[src/rtl/demux8_wbuf_pkg.sv]
// Shared definitions for the 8-register write buffer and its companion 8:1 read mux.
// Register index constants match the read mux select encoding.
package demux8_wbuf_pkg;

    localparam int NUM_REGS   = 8;
    localparam int SEL_W      = 3;
    localparam int DEF_DATA_W = 16;

    localparam logic [SEL_W-1:0] REG_A = 3'd0;
    localparam logic [SEL_W-1:0] REG_B = 3'd1;
    localparam logic [SEL_W-1:0] REG_C = 3'd2;
    localparam logic [SEL_W-1:0] REG_D = 3'd3;
    localparam logic [SEL_W-1:0] REG_E = 3'd4;
    localparam logic [SEL_W-1:0] REG_F = 3'd5;
    localparam logic [SEL_W-1:0] REG_G = 3'd6;
    localparam logic [SEL_W-1:0] REG_H = 3'd7;

    // Write-entry record at the default data width.
    // The FIFO stores the same layout flattened, so DATA_W can be overridden.
    typedef struct packed {
        logic [SEL_W-1:0]      sel;
        logic [DEF_DATA_W-1:0] data;
    } wr_entry_t;

endpackage

[src/rtl/demux8_wbuf_fifo.sv]
// In-order DEPTH-entry FIFO with push/pop, full/empty and occupancy count.
// The caller must not push when full or pop when empty.
module wbuf_fifo #(
    parameter  int WIDTH = 19,
    parameter  int DEPTH = 2,
    localparam int PTR_W = $clog2(DEPTH),
    localparam int CNT_W = PTR_W + 1
) (
    input  logic             clk,
    input  logic             reset,
    input  logic             push,
    input  logic [WIDTH-1:0] push_data,
    input  logic             pop,
    output logic [WIDTH-1:0] pop_data,
    output logic             full,
    output logic             empty,
    output logic [CNT_W-1:0] count
);

    logic [WIDTH-1:0] mem_q [DEPTH];
    logic [WIDTH-1:0] mem_d [DEPTH];
    logic [PTR_W-1:0] wr_ptr_q, wr_ptr_d;
    logic [PTR_W-1:0] rd_ptr_q, rd_ptr_d;
    logic [CNT_W-1:0] count_q, count_d;

    always_comb begin
        mem_d    = mem_q;
        wr_ptr_d = wr_ptr_q;
        rd_ptr_d = rd_ptr_q;
        count_d  = count_q;
        if (push) begin
            mem_d[wr_ptr_q] = push_data;
            wr_ptr_d        = wr_ptr_q + 1'b1;
        end
        if (pop) begin
            rd_ptr_d = rd_ptr_q + 1'b1;
        end
        case ({push, pop})
            2'b10:   count_d = count_q + 1'b1;
            2'b01:   count_d = count_q - 1'b1;
            default: count_d = count_q;
        endcase
    end

    always_ff @(posedge clk or posedge reset) begin
        if (reset) begin
            for (int i = 0; i < DEPTH; i++) begin
                mem_q[i] <= '0;
            end
            wr_ptr_q <= '0;
            rd_ptr_q <= '0;
            count_q  <= '0;
        end else begin
            mem_q    <= mem_d;
            wr_ptr_q <= wr_ptr_d;
            rd_ptr_q <= rd_ptr_d;
            count_q  <= count_d;
        end
    end

    assign pop_data = mem_q[rd_ptr_q];
    assign full     = (count_q == CNT_W'(DEPTH));
    assign empty    = (count_q == '0);
    assign count    = count_q;

endmodule

[src/rtl/demux8_wbuf.sv]
// Buffered 1:8 write demux: queued (sel, data) writes retire in order into eight
// registers, with a per-register busy scoreboard and a one-cycle retire ack.
module demux8_wbuf
    import demux8_wbuf_pkg::*;
#(
    parameter int DATA_W = 16,
    parameter int DEPTH  = 2
) (
    input  logic              clk,
    input  logic              reset,
    input  logic              wr_valid,
    output logic              wr_ready,
    input  logic [SEL_W-1:0]  wr_sel,
    input  logic [DATA_W-1:0] wr_data,
    input  logic              hold,
    input  logic              rsv_valid,
    input  logic [SEL_W-1:0]  rsv_sel,
    output logic [NUM_REGS-1:0] busy,
    output logic              wr_ack,
    output logic [SEL_W-1:0]  wr_ack_sel,
    output logic [DATA_W-1:0] a,
    output logic [DATA_W-1:0] b,
    output logic [DATA_W-1:0] c,
    output logic [DATA_W-1:0] d,
    output logic [DATA_W-1:0] e,
    output logic [DATA_W-1:0] f,
    output logic [DATA_W-1:0] g,
    output logic [DATA_W-1:0] h
);

    localparam int ENTRY_W = SEL_W + DATA_W;
    localparam int CNT_W   = $clog2(DEPTH) + 1;

    logic               fifo_push;
    logic               fifo_pop;
    logic [ENTRY_W-1:0] head_entry;
    logic               fifo_full;
    logic               fifo_empty;
    logic [CNT_W-1:0]   fifo_count;
    logic [SEL_W-1:0]   head_sel;
    logic [DATA_W-1:0]  head_data;

    logic [DATA_W-1:0]   regs_q [NUM_REGS];
    logic [DATA_W-1:0]   regs_d [NUM_REGS];
    logic [NUM_REGS-1:0] busy_q, busy_d;
    logic                ack_q, ack_d;
    logic [SEL_W-1:0]    ack_sel_q, ack_sel_d;

    // Ready comes from registered occupancy only, so a full FIFO stays not-ready
    // even in a cycle where it also pops.
    assign wr_ready  = (fifo_count != CNT_W'(DEPTH));
    assign fifo_push = wr_valid && !fifo_full;
    assign fifo_pop  = !fifo_empty && !hold;
    assign head_sel  = head_entry[DATA_W +: SEL_W];
    assign head_data = head_entry[DATA_W-1:0];

    wbuf_fifo #(
        .WIDTH (ENTRY_W),
        .DEPTH (DEPTH)
    ) u_fifo (
        .clk       (clk),
        .reset     (reset),
        .push      (fifo_push),
        .push_data ({wr_sel, wr_data}),
        .pop       (fifo_pop),
        .pop_data  (head_entry),
        .full      (fifo_full),
        .empty     (fifo_empty),
        .count     (fifo_count)
    );

    // A reservation is applied after the retirement clear so that a same-index
    // reserve in the retiring cycle leaves the register busy.
    always_comb begin
        regs_d    = regs_q;
        busy_d    = busy_q;
        ack_d     = 1'b0;
        ack_sel_d = ack_sel_q;
        if (fifo_pop) begin
            regs_d[head_sel] = head_data;
            busy_d[head_sel] = 1'b0;
            ack_d            = 1'b1;
            ack_sel_d        = head_sel;
        end
        if (rsv_valid) begin
            busy_d[rsv_sel] = 1'b1;
        end
    end

    always_ff @(posedge clk or posedge reset) begin
        if (reset) begin
            for (int i = 0; i < NUM_REGS; i++) begin
                regs_q[i] <= '0;
            end
            busy_q    <= '0;
            ack_q     <= 1'b0;
            ack_sel_q <= '0;
        end else begin
            regs_q    <= regs_d;
            busy_q    <= busy_d;
            ack_q     <= ack_d;
            ack_sel_q <= ack_sel_d;
        end
    end

    assign busy       = busy_q;
    assign wr_ack     = ack_q;
    assign wr_ack_sel = ack_sel_q;

    assign a = regs_q[REG_A];
    assign b = regs_q[REG_B];
    assign c = regs_q[REG_C];
    assign d = regs_q[REG_D];
    assign e = regs_q[REG_E];
    assign f = regs_q[REG_F];
    assign g = regs_q[REG_G];
    assign h = regs_q[REG_H];

endmodule

[config.mk]
export PLATFORM = sky130hd
export DESIGN_NAME = demux8_wbuf
export DESIGN_NICKNAME = d
export VERILOG_FILES = /design/src/rtl/demux8_wbuf_pkg.sv /design/src/rtl/demux8_wbuf_fifo.sv /design/src/rtl/demux8_wbuf.sv
export SDC_FILE = /design/constraint.sdc
export NUM_CORES = 1
export LEC_CHECK = 0
export CAP_MARGIN = 20
export CORE_MARGIN = 4
export CORE_UTILIZATION = 54
export DETAILED_ROUTE_END_ITERATION = 8
export GPL_ROUTABILITY_DRIVEN = 0
export GPL_TIMING_DRIVEN = 0
export PLACE_DENSITY = 0.85
export SLEW_MARGIN = 10
export SYNTH_ARGS = -nofsm -noshare
export SYNTH_HDL_FRONTEND = slang
export SYNTH_SLANG_ARGS = --single-unit
[constraint.sdc]
create_clock -name clk -period 9.88 [get_ports clk]
set_clock_uncertainty 0.05 [all_clocks]
set_input_delay 1.976 -clock clk [delete_from_list [all_inputs] [get_ports clk]]
set_output_delay 1.976 -clock clk [all_outputs]
set_load 0.005 [all_outputs]
# Word level (Yosys, flattened, before mapping)
# Cells that the tools add are included.
[word_totals] reg_bits=182 inputBits=27 elab_cells=67
[op_classes] n_addsub=4 magnitude_cmp=9 eq_ne=4 mux=17 bitwise_logic=6 reduce_logical=11
[op_table] operator="bitwise mux 128 bit" n=1
[op_table] operator="2-to-1 mux 19 bit" n=4
[op_table] operator="demux 16 bit (select 3 bit)" n=1
[op_table] operator="bitwise mux 38 bit" n=1
[op_table] operator="demux 19 bit (select 1 bit)" n=1
[op_table] operator="2-to-1 mux 16 bit" n=1
[op_table] operator="2-to-1 mux 8 bit" n=2
[op_table] operator="AND 8 bit" n=1
[op_table] operator="< comparator 3 x 4 -> 1 bit (second input constant)" n=2
[op_table] operator="inverter 8 bit" n=1
[op_table] operator="bitwise OR 8 bit" n=1
[op_table] operator="demux 1 bit (select 3 bit)" n=2
[op_table] operator="greater-or-equal comparator 3 x 1 -> 1 bit (second input constant)" n=2
[op_table] operator="logical AND 1 bit" n=6
[op_table] operator="equality test 2 bit (second input constant)" n=2
[op_table] operator="greater-or-equal comparator 2 bit (second input constant)" n=2
[op_table] operator="greater-or-equal comparator 4 bit (second input constant)" n=1
[op_table] operator="< comparator 4 x 1 -> 1 bit (second input constant)" n=1
[op_table] operator="inverter 1 -> 2 bit" n=2
[op_table] operator="inverter 3 -> 4 bit" n=1
[op_table] operator="case mux 2 bit (2 select lines)" n=1
[op_table] operator="zero test 1 bit" n=3
[op_table] operator="2-to-1 mux 1 bit" n=3
[op_table] operator="adder 1 bit (second input constant)" n=2
[op_table] operator="7 further kinds" n=7

# Logic depth before layout (Yosys ltp)
# Gate-level depths: netlist of the first run.
[depth] word_depth=13 ltp_mapped=7

# Modules after synthesis
# A second synthesis of the first run with hierarchy kept.
[hier_totals] hier_cells=432 hier_area_um2=7188.1
[modules_own_cells] mod="demux8_wbuf" n_inst=1 cells_each=316 area_per_inst_um2=5316.3
[modules_own_cells] mod="wbuf_fifo" n_inst=1 cells_each=116 area_per_inst_um2=1871.8

# Worst setup path before layout of the first run
# Ideal clock, no wire load.
[synth_timing] path_type="input to register" startpoint="input hold" endpoint="register regs_q (netlist bit g[0])" t_arrival_ns=3.291 setup_slack_ns=6.414 cell_stages=5 path_cell_list="o21bai_4 buf_6 a211oi_4 buf_4 mux2_2"
[synth_via] elab_chain_cells=2
[synth_lines] element="start: declaration" line="demux8_wbuf.sv:15" rtl="input logic hold,"
[synth_lines] element="zero test 1 bit" line="demux8_wbuf.sv:53" rtl="assign fifo_pop = !fifo_empty && !hold;"
[synth_lines] element="logical AND 1 bit" line="demux8_wbuf.sv:53"
[synth_lines] element="end signal: assignment" line="demux8_wbuf.sv:99" rtl="regs_q <= regs_d;"
[synth_lines] element="end: declaration" line="demux8_wbuf.sv:43" rtl="logic [DATA_W-1:0] regs_q [NUM_REGS];"
# Every way passes these cells.
# A chain may end at the register's enable or synchronous reset.

# Final worst setup path of the first run
[layout_timing] startpoint="input hold" endpoint="register regs_q (netlist bit h[1])"
# Same word-level chain as after synthesis.

==> impl_metrics.yaml, run 1 <==
outcome:
  status: "finished clean"
cts:
  clkSinkCount: 182
  clockRootBuffer: "clkbuf_16"
  cts_hold_buf: 0
  cts_made_buffers: 17
  cts_tree: "yes"
  post_cts_buffers: 0
  clockBufferDepth: 2
  cts_max_level: 4
  insertion_delay_ns: 0.42
  clk_pin_slew_ns: 0.06
  ctsResizeCount: 0
floorplanning:
  std_cell_rows: 42
  num_io_pins: 168
  die_area_sq_mm: 0.01589
  start_util_pct: 55.95
  core_sq_mm: 0.01345
  die_y_um: 126.1
  die_width_um: 126.1
yosys:
  synth_top_family_by_area: "multiplexers"
  async_reset_ff_share_pct: 100.0
  synthAdderAreaFrac_pct: 0.1662
  synth_top_area_share_pct: 60.51
  syn_area_per_cell_sq_um: 16.84
  synth_cell_type_count: 29
  synth_edf_count: 0
  synth_xor_area_share_pct: 0.5818
  syn_area_sq_mm: 0.007527
  ys_ff_latch: 182
  post-synth-top-area-cell: "dfrtp_1"
  synth_cells: 447
  synth_top_cells_by_count: "dfrtp_1 (182), mux2_2 (129), mux2_4 (54)"
  synth_area_leaders: "dfrtp_1 (61%), mux2_2 (19%), mux2_4 (11%)"
  yosys.area_share.simple_pct: 2.227
  yosysMostFrequentCell: "dfrtp_1"
  synth_compound_area_share_pct: 3.108
  ys_seq_area_share_pct: 60.51
  synth-main-ff-cell: "dfrtp_1"
  muxShareOfSynthArea_pct: 30.63
  yosysWarnings: 0
  syn-num-nets: 475
power:
  ir_drop_mv: 0.1985
  p_per_area_mw_per_mm2: 367.6
  p_leak_nw: 4.308
grt:
  grt_overflow_total: 0
  antenna_found_initial: 0
  grt_first_pass_wirelength_um: 28640
  grt_pass1_vias: 4949
  grt_max_degree: 126
  grt.total_usage_pct: 23.29
critical_path:
  r2r_slack_ns: 7.44
  worstPathMaxFanout: 10
  start_kind: "input pin"
  cp-end-kind: "register"
  cp.depth: 6
  worst-path-buf-inv: 3
  cpPeakStageDelay_ns: 0.59
  path_class: "input pin to register"
  arrival_ns: 4.15
  cp_slowest_cell: "a211oi_4"
  crit_required_ns: 10.13
  critPathTopFamily: "buffers and inverters"
  path_cells: "clkdlybuf4s50_1, o21bai_4, buf_6, a211oi_4, buf_4, mux2_2"
  reg2reg_depth: 5
sta:
  worst_pin_slew_ns: 0.8081
  hold_viol: 0
  slew_viol_final: 0
  min_period_ns: 3.902
  timing.final.crit_share_pct: 39.50
  slew_headroom_pct: 45.95
  fin_tns_setup_ns: 0
  max_freq_mhz: 256.3
  rsz0062_at_grt: "false"
  setup_violations: 0
final_layout:
  fill_cells: 842
  seq_area_sq_mm: 0.004554
  syn_to_final_growth_pct: 33.94
  fin_nets: 662
  instances_no_fill: 823
  multi_input_area_sq_mm: 0.002764
  drive_gt1_share_pct: 37.40
  antennaDiodeCount: 0
worst_hold_path:
  worstHoldPathType: "register to register"
  holdPathStages: 2
routing:
  wl_per_cell_um: 21.76
  drtPass1Iterations: 4
  ant_nets: 0
  via_per_inst: 5.463
  drt_iter0_markers: 307
  vias: 4496
  drc: 0
  wl_um: 17910
placement:
  dp_hpwl_um: 12560
  dp_cells: 791
  io_buffers: 167
run:
  cap_violations: 0
[layout by cell type (no fill, tap or decap), drive strengths merged, types with 6 or more instances in the layout]
cell	instances
mux2	183
inv	12
nand3	6
clkbuf	23
buf	16
clkdlybuf4s50	167
nand2	6
o21ai	10
dfrtp	182
a211oi	8
[power by group]
part	total (W)	switching, W	leakage [nW]	internal (W)
Clock	0.000703	0.000275	0.301	0.000428
Sequential	0.00136	0.000236	2.20	0.00112
Combinational	0.00165	0.000616	1.81	0.00103
[sequential cells by signal (all words and copies together), names as in the netlist]
signal,flops
a,16
u_fifo.rd_ptr_q,1
u_fifo.count,2
b,16
f,16
c,16
d,16
u_fifo.wr_ptr_q,1
busy,8
u_fifo.mem_q,38
e,16
g,16
wr_ack,1
h,16
wr_ack_sel,3
[metal layers]
layer	vias to the layer above	part of all wire (%)	GRT usage [%]
met5	-	0	0
met4	0	1.8	7.256
met2	182	49	37.97
met3	26	8.9	8.425
li1	1955	-	-
met1	2333	40	29.30
[tightest hold or removal path: stages (launching register included)]
cell and delay, ns:
dfrtp_1 0.34, nand2_1 0.04, o21ai_0 0.06
[kinds of logic (layout without fill, tap and decap cells)]
family                     Yosys count  count (layout)
xor gates and xnor gates             5               5
buffers and inverters               25             225
muxes                              186             186
and+or+nand+nor                     28              28
adders and majority gates            1               1
AOI/OAI and AO/OA                   20              20
DFF                                182             182
[path summary, 6_finish.rpt]
check,startpoint,end
setup reg to reg,u_fifo.rd_ptr_q,a[0]
hold / removal,wr_ack_sel[1],wr_ack_sel[1]
min in group asynchronous,reset,b[9]
hold reg to reg,wr_ack_sel[1],wr_ack_sel[1]
max in group asynchronous,reset,f[0]
setup / recovery,hold,h[1]
[per-stage QoR]
| stage | hold slack, ns | util, % | power [W] | worst slack [ns] | area [sq um] |
|---|---|---|---|---|---|
| 2_1_floorplan | 0.4094 | - | 0.002173 | 2.910 | 7527 |
| 3_3_place_gp | 0.4243 | 70.01 | 0.002924 | 1.028 | 9419 |
| 3_5_place_dp | 0.4287 | 70.28 | 0.003017 | 5.557 | 9454 |
| 4_1_cts | 0.4424 | 74.94 | 0.003739 | 5.975 | 10080 |
| 5_1_grt | 0.4705 | 74.94 | 0.003904 | 5.959 | 10080 |
| 6_report | 0.4347 | 74.94 | 0.003707 | 5.978 | 10080 |
[area by class of cell]
cell class / instances / share of cell area [%]
multi-input combinational: 240 / 27.41
sequential: 182 / 45.17
timing repair buffer: 168 / 16.85
clock buffer: 23 / 4.840
tap: 176 / 2.184
inverter: 10 / 0.4468
buffer: 15 / 1.700
clock inverter: 9 / 1.390
(Power assumes the default switching activity.)
==> inputs of run 2 (changes only) <==
--- a/config.mk
+++ b/config.mk
@@ -7,11 +7,11 @@
 export LEC_CHECK = 0
 export CAP_MARGIN = 20
 export CORE_MARGIN = 4
-export CORE_UTILIZATION = 54
+export CORE_UTILIZATION = 50
 export DETAILED_ROUTE_END_ITERATION = 8
 export GPL_ROUTABILITY_DRIVEN = 0
 export GPL_TIMING_DRIVEN = 0
-export PLACE_DENSITY = 0.85
+export PLACE_DENSITY = 0.79
 export SLEW_MARGIN = 10
 export SYNTH_ARGS = -nofsm -noshare
 export SYNTH_HDL_FRONTEND = slang
==> constraint.sdc (replaced) <==
create_clock -name clk -period 3.95 [get_ports clk]
set_clock_uncertainty 0.05 [all_clocks]
set_input_delay 0.79 -clock clk [delete_from_list [all_inputs] [get_ports clk]]
set_output_delay 0.79 -clock clk [all_outputs]
set_load 0.005 [all_outputs]
==> impl_metrics.yaml, run 2 (same netlist as run 1, synthesis figures left out) <==
routing:
  via_per_inst: 5.372
  drtPass1Iterations: 4
  ant_nets: 0
  drt_iter0_markers: 169
  wl_um: 17740
  drc: 0
  wl_per_cell_um: 21.25
  vias: 4486
cts:
  clk_pin_slew_ns: 0.06
  insertion_delay_ns: 0.43
  cts_max_level: 4
  post_cts_buffers: 0
  clockRootBuffer: "clkbuf_16"
  cts_made_buffers: 17
  clockBufferDepth: 2
  cts_hold_buf: 0
  ctsResizeCount: 0
  clkSinkCount: 182
  cts_tree: "yes"
grt:
  antenna_found_initial: 0
  grt_overflow_total: 0
  grt_first_pass_wirelength_um: 27980
  grt_max_degree: 43
  grt_pass1_vias: 4972
  grt.total_usage_pct: 21.89
final_layout:
  layout_commonest_cell: "dfrtp_1"
  layout_common_cells: "dfrtp_1 (182), clkdlybuf4s50_1 (167), mux2_2 (129)"
  drive_gt1_share_pct: 38.00
  largest_register_ffs: 38
  top_register: "u_fifo.mem_q"
  finalInstanceArea_sq_mm: 0.01017
  fin_nets: 666
  syn_to_final_growth_pct: 35.11
floorplanning:
  core_sq_mm: 0.01464
  std_cell_rows: 44
  die_y_um: 130.7
  num_io_pins: 168
  die_area_sq_mm: 0.01708
  start_util_pct: 51.40
  die_width_um: 130.7
critical_path:
  arrival_ns: 2.93
  worstPathMaxFanout: 10
  cp-end-kind: "register"
  path_class: "input pin to register"
  crit_required_ns: 4.21
  start_kind: "input pin"
sta:
  min_period_ns: 2.673
  fin_tns_setup_ns: 0
  max_freq_mhz: 374.2
  rsz0062_at_grt: "false"
  setup_violations: 0
  timing.final.crit_share_pct: 67.66
  hold_ws_ns: 0.4300
  hold_viol: 0
  worst_slack_ns: 1.277
  slew_viol_final: 0
  worst_pin_slew_ns: 0.7300
  slew_headroom_pct: 51.33
placement:
  dp_hpwl_um: 12690
  io_buffers: 167
  dpl_cell_area_sq_mm: 0.009540
  pre_cts_ws_ns: 0.8243
run:
  cap_violations: 0
power:
  ir_drop_mv: 0.4377
  p_per_area_mw_per_mm2: 911.0
  p_leak_nw: 4.340
outcome:
  status: "finished clean"
worst_hold_path:
  worstHoldPathType: "register to register"
run 2: cell count changes in the layout (fill, tap and decap cells not counted), sizes merged:
cell      change
bufinv        +1
clkinvlp      +1
diode         +1
clkbuf        -6
clkinv        +3
buf           +4
run 2: per-layer routing:
layer | part of all wire (%) | track usage, % | vias up
li1 | - | - | 1982
met1 | 42 | 27.63 | 2316
met2 | 48 | 35.33 | 164
met3 | 8.2 | 7.764 | 24
met4 | 2.0 | 7.623 | 0
met5 | 0 | 0 | -
run 2: cell type report:
type	count	area (sq um)
antenna	1	2.502
buffer	15	171.4
clock buffer	17	425.4
clock inverter	14	201.4
fill	973	4474
inverter	10	41.29
multi-input combinational	240	2764
sequential	182	4554
tap	184	230.2
timing repair buffer	172	1779
run 2: worst paths after layout:
check	endpoint	start	slack, ns	depth (start not counted)
hold reg to reg	wr_ack_sel[2]	wr_ack_sel[2]	0.43	2
min in group asynchronous	h[6]	reset	0.73	2
setup / recovery	g[0]	hold	1.28	6
hold / removal	wr_ack_sel[2]	wr_ack_sel[2]	0.43	2
max in group asynchronous	b[13]	reset	2.02	5
setup reg to reg	h[3]	u_fifo.rd_ptr_q	1.53	5
run 2: stage by stage:
stage,utilization [%],std cells,total power [W]
after floorplan,-,447,0.005435
after global placement,64.41,798,0.007339
after detailed placement,65.15,803,0.007534
after CTS,69.43,834,0.009358
after global routing,69.43,834,0.009788
final,69.45,835,0.009265
run 2: power breakdown:
part	switching, W	total, W	internal (W)
clock network	0.000716	0.00178	0.00106
logic	0.00153	0.00411	0.00259
registers	0.000573	0.00337	0.00280
run 2: worst max-delay path, cell delays in order:
cell             delay, ns
clkdlybuf4s50_1       0.40
o21bai_4              0.24
buf_6                 0.19
a211oi_4              0.59
buf_4                 0.35
mux2_2                0.36
